### src/rtl/holy_irq_gateway.sv
// holy_irq_gateway: per-source interrupt gateway feeding the PLIC pending logic.
// Each raw line is synchronised, optionally glitch-filtered, then run through an
// IDLE / PENDING / IN_SERVICE state machine with claim/complete handshakes,
// one-deep edge queueing and a sticky overflow flag for lost edges.
// Optional feature macro: GATEWAY_FILTER_EN (enables the per-bit glitch filter).
module holy_irq_gateway #(
  parameter int NUM_IRQS      = 5,
  parameter int ID_W          = $clog2(NUM_IRQS + 1),
  parameter int FILTER_CYCLES = 4
) (
  input  logic                clk,
  input  logic                rst,
  input  logic [NUM_IRQS-1:0] irq_in,
  input  logic [NUM_IRQS-1:0] edge_mode,
  input  logic                claim_valid,
  input  logic [ID_W-1:0]     claim_id,
  input  logic                complete_valid,
  input  logic [ID_W-1:0]     complete_id,
  input  logic                clear_overflow,
  output logic [NUM_IRQS-1:0] irq_req,
  output logic [NUM_IRQS-1:0] in_service,
  output logic [NUM_IRQS-1:0] overflow
);

  typedef enum logic [1:0] {
    ST_IDLE       = 2'd0,
    ST_PENDING    = 2'd1,
    ST_IN_SERVICE = 2'd2
  } state_e;

  logic [NUM_IRQS-1:0] s1_q, s2_q, s3_q;
  logic [NUM_IRQS-1:0] filt;
  logic [NUM_IRQS-1:0] rise;

  // Two-flop synchroniser plus a delayed copy of the (filtered) level for edge detect.
  always_ff @(posedge clk) begin
    if (rst) begin
      s1_q <= '0;
      s2_q <= '0;
      s3_q <= '0;
    end else begin
      s1_q <= irq_in;
      s2_q <= s1_q;
      s3_q <= filt;
    end
  end

  assign rise = filt & ~s3_q;

`ifdef GATEWAY_FILTER_EN
  localparam int CNT_W = $clog2(FILTER_CYCLES + 1);

  for (genvar gi = 0; gi < NUM_IRQS; gi++) begin : g_filt
    logic             filt_q;
    logic [CNT_W-1:0] cnt_q;

    // Filtered value follows s2 only after it has differed for FILTER_CYCLES
    // consecutive cycles; any return to the current value restarts the count.
    always_ff @(posedge clk) begin
      if (rst) begin
        filt_q <= 1'b0;
        cnt_q  <= '0;
      end else if (s2_q[gi] == filt_q) begin
        cnt_q <= '0;
      end else if (cnt_q == CNT_W'(FILTER_CYCLES - 1)) begin
        filt_q <= s2_q[gi];
        cnt_q  <= '0;
      end else begin
        cnt_q <= cnt_q + 1'b1;
      end
    end

    assign filt[gi] = filt_q;
  end
`else
  assign filt = s2_q;
`endif

  for (genvar gi = 0; gi < NUM_IRQS; gi++) begin : g_src
    state_e state_q, state_d;
    logic   queued_q, queued_d;
    logic   ovf_q, ovf_d;
    logic   claim_hit, complete_hit, erise;

    // IDs are 1-based; ID 0 and out-of-range IDs never match any source.
    assign claim_hit    = claim_valid    && (claim_id    == ID_W'(gi + 1));
    assign complete_hit = complete_valid && (complete_id == ID_W'(gi + 1));
    assign erise        = rise[gi] & edge_mode[gi];

    // Per-source state, queue and sticky overflow registers.
    always_ff @(posedge clk) begin
      if (rst) begin
        state_q  <= ST_IDLE;
        queued_q <= 1'b0;
        ovf_q    <= 1'b0;
      end else begin
        state_q  <= state_d;
        queued_q <= queued_d;
        ovf_q    <= ovf_d;
      end
    end

    // Next state: handshakes, retraction, edge queueing and overflow (set beats clear).
    always_comb begin
      state_d  = state_q;
      queued_d = queued_q;
      ovf_d    = ovf_q & ~clear_overflow;
      case (state_q)
        ST_IDLE: begin
          if (edge_mode[gi] ? rise[gi] : filt[gi]) state_d = ST_PENDING;
        end
        ST_PENDING: begin
          if (claim_hit)                         state_d = ST_IN_SERVICE;
          else if (!edge_mode[gi] && !filt[gi])  state_d = ST_IDLE;
          if (erise) begin
            if (queued_q) ovf_d    = 1'b1;
            else          queued_d = 1'b1;
          end
        end
        ST_IN_SERVICE: begin
          if (complete_hit) begin
            if (edge_mode[gi]) begin
              // A queued edge re-pends the source; a fresh rise this cycle
              // takes its place in the queue (or re-pends if nothing was queued).
              if (queued_q) begin
                state_d  = ST_PENDING;
                queued_d = erise;
              end else begin
                state_d  = erise ? ST_PENDING : ST_IDLE;
                queued_d = 1'b0;
              end
            end else begin
              state_d  = filt[gi] ? ST_PENDING : ST_IDLE;
              queued_d = 1'b0;
            end
          end else if (erise) begin
            if (queued_q) ovf_d    = 1'b1;
            else          queued_d = 1'b1;
          end
        end
        default: begin
          state_d  = ST_IDLE;
          queued_d = 1'b0;
        end
      endcase
      if (!edge_mode[gi]) queued_d = 1'b0;
    end

    assign irq_req[gi]    = (state_q == ST_PENDING);
    assign in_service[gi] = (state_q == ST_IN_SERVICE);
    assign overflow[gi]   = ovf_q;
  end

endmodule
### config.mk
export PLATFORM = sky130hd
export DESIGN_NAME = holy_irq_gateway
export DESIGN_NICKNAME = d
export VERILOG_FILES = /design/src/rtl/holy_irq_gateway.sv
export SDC_FILE = /design/constraint.sdc
export NUM_CORES = 1
export LEC_CHECK = 0
export CORE_MARGIN = 3
export CORE_UTILIZATION = 25
export DETAILED_ROUTE_END_ITERATION = 7
export PLACE_DENSITY_LB_ADDON = 0.12
export SLEW_MARGIN = 5
export SYNTH_ARGS = -nofsm -noshare
export SYNTH_HDL_FRONTEND = slang
export SYNTH_SLANG_ARGS = --single-unit
export TNS_END_PERCENT = 5
### constraint.sdc
create_clock -name clk -period 1.75 [get_ports clk]
set_clock_uncertainty 0.1 [all_clocks]
set_input_delay 0.525 -clock clk [delete_from_list [all_inputs] [get_ports clk]]
set_output_delay 0.525 -clock clk [all_outputs]
set_load 0.01 [all_outputs]
==> run_results.csv, run 1 <==
group,metric,value,unit
outcome,status,"finished clean",
synth,synth_fa_ha_area_share,12.5,%
detailed_routing,ant_nets,0,
power_and_ir_drop,p_int,1.36,mW
detailed_routing,drc,0,
layout,fillers,783,
worst_setup_path,path_max_fanout,5,
power_and_ir_drop,sequentialPowerShare,46.6,%
synth,ys_top_cells_by_count,"35 x dfxtp_1, 20 x ha_1, 19 x nor2b_1",
synth,synth_area_leaders,"dfxtp_1 35%, ha_1 13%, nor2b_1 6.0%, o31ai_1 3.4%, nand4bb_1 3.4%",
cts,clock_latency,0.28,ns
synth,synth_flop_cell,"dfxtp_1",
layout,regArea,713,µm²
layout,fin_area,2850,µm²
global_route,grt_pass1_wl,7.80,mm
synth,yosys.area_share.simple,25.2,%
synth,async_reset_ff_share,0,%
sta,tightest_slew,0.403,ns
worst_setup_path,path_class,"input port to register",
synth,synth_top_cell_by_area,"dfxtp_1",
detailed_routing,num_vias,1781,
synth,syn_nets,252,
placement,hpwl,3.70,mm
sta,max_freq,585,MHz
worst_setup_path,cp-start-kind,"input port",
detailed_routing,drt-total-wl,4.94,mm
detailed_routing,first_iter_violations,61,
power_and_ir_drop,p_per_area,630,nW/µm²
die,ioPinCount,36,
worst_setup_path,end_kind,"register",
power_and_ir_drop,p_sw,0.442,mW
cts,cts_made_buffers,5,
worst_setup_path,critical_path.startpoint,"complete_valid",
synth,netlist_instances,211,
cts,cts_max_level,2,
synth,ys_seq_elements,35,
power_and_ir_drop,power_switching_share,24.6,%
sta,rsz0062_at_grt,"true",
placement,postPlaceCellArea,2720,µm²
global_route,grt-ovfl-total,0,
detailed_routing,first_pass_iters,4,
worst_setup_path,critPathSlowestCell,"clkdlybuf4s15_1",
sta,setup_viol,0,
worst_setup_path,crit_family,"buffers and inverters",
detailed_routing,routedWlPerCell,12.9,µm
synth,synth_mux_area_share,0,%
sta,maxSlewViolCount,0,
layout,n_antenna_cell,0,
cts,cts_tree,"yes",
synth,synth_warnings,0,
placement,dp_slack,-0.473,ns
global_route,antenna_found_initial,0,
global_route,grt_pass1_vias,1633,
sta,maxSlewHeadroom,72.4,%
synth,synth-edff-count,0,
worst_setup_path,timing.rr.start,"g_src[4].state_q[1]",
power_and_ir_drop,combPwrFrac,18.1,%
detailed_routing,via_per_inst,4.65,
synth,yosysSeqAreaShare,35.1,%
sta,min_period,1.71,ns
sta,period_share,97.6,%
power_and_ir_drop,p_leak,1.18,nW
layout,areaGrowthSynthToFinish,43.1,%
cts,clk_pin_slew,0.07,ns
die,row_count,31,
synth,synth_compound_area_share,22.2,%
worst_setup_path,arrival,1.78,ns
layout,multiInputGateArea,1270,µm²
hold_path,hold_class,"register to register",
synth,yosysMostFrequentCell,"dfxtp_1",
sta,finalHoldViolations,0,
synth,synth-xor-area-share,0,%
cts,clockBufferDepth,2,
run,maxCapViolCount,0,
synth,synth.avg_cell_area,9.45,µm²
cts,clock_sink_count,35,
die,start_util,26.6,%
synth,yosysTopAreaCellShare,35.1,%
power_and_ir_drop,clkPwrFrac,35.3,%
layout,layout.nets,324,
placement,io_buffers,35,
die,die_height,95.3,µm
cts,ctsRootBufferMaster,"clkbuf_8",
synth,synth_top_family_by_area,"simple AND/OR/NAND/NOR gates",
sta,setup_slack,0.0412,ns
worst_setup_path,crit_required,1.82,ns
power_and_ir_drop,total_power,1.80,mW
worst_setup_path,crit_buf_inv,2,
placement,place.gp.congestion,0.735,
power_and_ir_drop,irDropWorstVdd,0.000269,V
hold_path,hold_start,"s1_q[3]",
die,die_x,95.3,µm
synth,synth_area,1990,µm²
worst_setup_path,crit_path_max_incr_delay,0.38,ns
global_route,grt_max_degree,24,
die,core,7490,µm²
global_route,track_usage,11.1,%
worst_setup_path,path_cells,"clkdlybuf4s15_1 -> nand4b_4 -> a222oi_1 -> buf_4 -> nor3_1 -> a21o_1",
die,die-area,9080,µm²
layout,drive_above_1_share,29.2,%
synth,synth.distinct_cells,32,
-- timing repair --
| item | CTS | global route |
|---|---|---|
| pin swaps | 3 | 5 |
| buffers inserted | 0 | 1 |
| hold buffers | 0 | 0 |
| endpoints found under the setup margin | 28 | 19 |
| gates resized for setup | 60 | 16 |
-- sequential cells by signal, indices dropped and copies added, names as in the netlist --
name / flops
filt: 5
g_src.ovf_q: 5
g_src.queued_q: 5
g_src.state_q: 10
s1_q: 5
s3_q: 5
-- final cells by class --
| cell class | count | area share, % |
|---|---|---|
| multi-input cells | 155 | 44.6 |
| inverters | 11 | 1.45 |
| clock buffers | 8 | 3.51 |
| flip-flops and latches | 35 | 25.0 |
| repair buffers | 75 | 21.1 |
| well taps | 99 | 4.34 |
-- power by group through the flow --
stage	logic [mW]	registers [mW]	clock network (mW)
floorplan	0.154	0.850	0
detailed placement	0.330	0.855	0
finish	0.326	0.839	0.635
CTS	0.331	0.838	0.670
global placement	0.334	0.854	0
global route	0.357	0.842	0.705
-- per-stage QoR --
| step | hold slack [ns] | cells | setup TNS, ns | utilization [%] |
|---|---|---|---|---|
| after floorplan | 0.314 | 211 | 0 | - |
| after global placement | 0.317 | 374 | -6.35 | 36.3 |
| after detailed placement | 0.322 | 374 | -6.44 | 36.3 |
| after CTS | 0.339 | 382 | 0 | 38.2 |
| after global routing | 0.353 | 383 | -0.0742 | 38.1 |
| final | 0.335 | 383 | 0 | 38.1 |
-- worst paths after layout --
check        slack, ns             endpoint  cells past startpoint
min               0.33              filt[3]                      1
min reg2reg       0.33              filt[3]                      1
max               0.04  g_src[4].state_q[0]                      6
max reg2reg       0.07  g_src[4].state_q[0]                      8
-- layer usage --
metal  wire length [µm]  vias to the layer above  global-route usage, %
met3                326                        6                   3.00
met5                  0                        -                      0
met1               2450                      801                   15.8
met2               2070                       45                   16.2
li1                   -                      929                      -
met4                 86                        0                   3.37
-- cells by family (layout without fill, tap and decap cells) --
group / after synthesis / count (layout)
AO/OA/AOI/OAI: 57 / 57
flip-flops: 35 / 35
buffers and inverters: 21 / 94
AND/OR/NAND/NOR: 78 / 78
adder cells (fa/ha/maj): 20 / 20
-- cells in the final DEF, fill, tap and decap left out, types with 2 or more instances in the layout --
cell type | Yosys | layout
buf_2 | 1 | 6
nor4b_1 | 6 | 5
o21ai_0 | 7 | 7
nand4bb_1 | 6 | 4
o31ai_1 | 9 | 9
o211ai_1 | 4 | 4
a222oi_1 | 5 | 5
inv_1 | 11 | 11
a221oi_1 | 5 | 4
nand4bb_4 | 0 | 2
ha_1 | 20 | 19
nor3b_2 | 0 | 3
a21oi_1 | 5 | 5
o221ai_1 | 4 | 4
a2111oi_0 | 5 | 4
buf_4 | 5 | 39
clkbuf_2 | 0 | 4
o21a_1 | 5 | 5
dlymetal6s2s_1 | 0 | 3
clkdlybuf4s50_1 | 0 | 7
a21bo_2 | 5 | 5
nor2_1 | 13 | 13
nor3b_1 | 8 | 5
nand2_1 | 13 | 13
dlygate4sd2_1 | 0 | 14
nor2b_1 | 19 | 19
dfxtp_1 | 35 | 25
nand2b_1 | 5 | 5
clkbuf_8 | 0 | 7
nand4b_1 | 4 | 4
dfxtp_2 | 0 | 10
Note: power is estimated with default switching activity, not from simulation.
==> inputs of run 2 (changes only) <==
Settings changed: CORE_MARGIN 3 to not set, CTS_CLUSTER_DIAMETER set to 30, PLACE_DENSITY_LB_ADDON 0.12 to not set.
==> run 2 against run 1 <==
  * Global-route usage rose by 1.2 points
  * Highest routed layer unchanged
  * Via count grew 3.4%
  * Cell area up 1.4%
  * Critical path type unchanged
==> run_results.csv, run 2 (synthesis results as in run 1) <==
group,metric,value,unit
outcome,status,"finished clean",
worst_setup_path,path_cells,"clkdlybuf4s50_1 -> o21a_1 -> a222oi_1 -> buf_4 -> nand2_1 -> o31ai_1",
placement,io_buffers,35,
cts,cts_tree,"yes",
detailed_routing,routedWlPerCell,12.8,µm
die,die-area,8340,µm²
sta,maxSlewViolCount,0,
power_and_ir_drop,p_int,1.29,mW
layout,layout_common_cells,"42 x buf_4, 25 x dfxtp_1, 19 x nor2b_1",
die,die_x,91.3,µm
cts,clk_pin_slew,0.08,ns
placement,place.gp.congestion,0.768,
global_route,grt_pass1_vias,1780,
worst_setup_path,crit_family,"buffers and inverters",
die,start_util,25.8,%
sta,rsz0062_at_grt,"true",
power_and_ir_drop,p_per_area,618,nW/µm²
power_and_ir_drop,power_switching_share,28.0,%
worst_setup_path,cp-start-kind,"input port",
worst_setup_path,path_max_fanout,4,
power_and_ir_drop,combPwrFrac,18.3,%
placement,dp_slack,-0.438,ns
worst_setup_path,critPathSlowestCell,"clkdlybuf4s50_1",
power_and_ir_drop,p_leak,1.20,nW
cts,cts_made_buffers,5,
detailed_routing,num_vias,1842,
worst_setup_path,arrival,1.83,ns
layout,largest_register_ffs,10,
sta,period_share,98.5,%
sta,tns,0,ns
run,maxCapViolCount,0,
global_route,antenna_found_initial,0,
layout,layout.nets,327,
cts,clock_sink_count,35,
global_route,grt_max_degree,23,
power_and_ir_drop,clkPwrFrac,34.8,%
cts,clockBufferDepth,2,
detailed_routing,first_pass_iters,4,
die,ioPinCount,36,
power_and_ir_drop,p_sw,0.500,mW
detailed_routing,drc,0,
detailed_routing,ant_nets,0,
cts,ctsRootBufferMaster,"clkbuf_8",
sta,setup_slack,0.0256,ns
die,die_height,91.3,µm
hold_path,hold_class,"register to register",
cts,postCtsHoldBufs,0,
sta,setup_viol,0,
worst_setup_path,end_kind,"register",
layout,n_antenna_cell,0,
worst_setup_path,crit_required,1.85,ns
layout,top_register,"g_src.state_q",
worst_setup_path,path_class,"input port to register",
cts,post-cts-setup-buffer-count,0,
die,core,7730,µm²
power_and_ir_drop,irDropWorstVdd,0.000208,V
detailed_routing,first_iter_violations,64,
detailed_routing,drt-total-wl,4.98,mm
layout,drive_above_1_share,30.3,%
power_and_ir_drop,sequentialPowerShare,46.9,%
global_route,grt-ovfl-total,0,
sta,min_period,1.72,ns
layout,areaGrowthSynthToFinish,45.0,%
cts,cts_max_level,2,
worst_setup_path,crit_path_max_incr_delay,0.47,ns
sta,max_freq,580,MHz
detailed_routing,via_per_inst,4.74,
cts,clock_latency,0.30,ns
sta,tightest_slew,0.384,ns
sta,maxSlewHeadroom,73.7,%
worst_setup_path,crit_buf_inv,2,
die,row_count,32,
global_route,track_usage,12.3,%
sta,finalHoldViolations,0,
layout,final_common_cell,"buf_4",
global_route,grt_pass1_wl,8.04,mm
placement,hpwl,3.71,mm
==> run 2: cell types whose count changed in the layout (fill, tap and decap cells not counted), moves of 2 or more <==
cell            delta
buf_4              +3
buf_2              +4
clkbuf_2           -4
clkinvlp_4         +2
a2111oi_1          +2
dlygate4sd2_1      -3
clkbuf_8           -2
dlymetal6s2s_1     +2
a2111oi_0          -2
==> run 2: final cells by class <==
cell class,instances,area (µm²)
clock inverter,3,23.8
fill,781,4830
timing repair buffer,78,634
inverter,11,41.3
clock buffer,5,68.8
tap,102,128
sequential,35,713
multi-input combinational,155,1280
==> run 2: final timing paths <==
path	end	slack, ns	cells after the start	startpoint
setup / recovery	g_src[3].state_q[0]	0.03	6	edge_mode[3]
hold / removal	filt[1]	0.34	1	s1_q[1]
setup reg to reg	g_src[3].state_q[0]	0.09	8	g_src[3].state_q[1]
hold reg to reg	filt[1]	0.34	1	s1_q[1]
==> run 2: layer usage <==
metal	part of all wire (%)	track usage (%)	vias up
met5	0	0	-
met4	1.1	4.37	0
met3	5.0	3.10	5
met2	46	19.7	49
met1	48	15.9	851
li1	-	-	937
==> run 2: metrics by stage <==
step / std cells / util (%) / hold slack (ns) / total power, mW / area [µm²]
5_1_grt: 389 / 37.4 / 0.355 / 1.88 / 2890
3_5_place_dp: 381 / 35.6 / 0.327 / 1.19 / 2750
2_1_floorplan: 211 / - / 0.314 / 1.00 / 1990
3_3_place_gp: 381 / 35.6 / 0.319 / 1.18 / 2750
6_report: 389 / 37.4 / 0.341 / 1.79 / 2890
4_1_cts: 389 / 36.8 / 0.346 / 1.82 / 2840
==> run 2: timing repair <==
item	4_1_cts	5_1_grt
pin swaps	4	3
resized for setup	66	16
endpoints found under the setup margin	25	18
==> run 2: power groups by stage <==
stage          registers [mW]  logic [mW]  clock network, mW
3_3_place_gp            0.854       0.331                  0
5_1_grt                 0.842       0.357              0.678
6_report                0.838       0.327              0.622
3_5_place_dp            0.855       0.330                  0
2_1_floorplan           0.850       0.154                  0
4_1_cts                 0.838       0.333              0.646
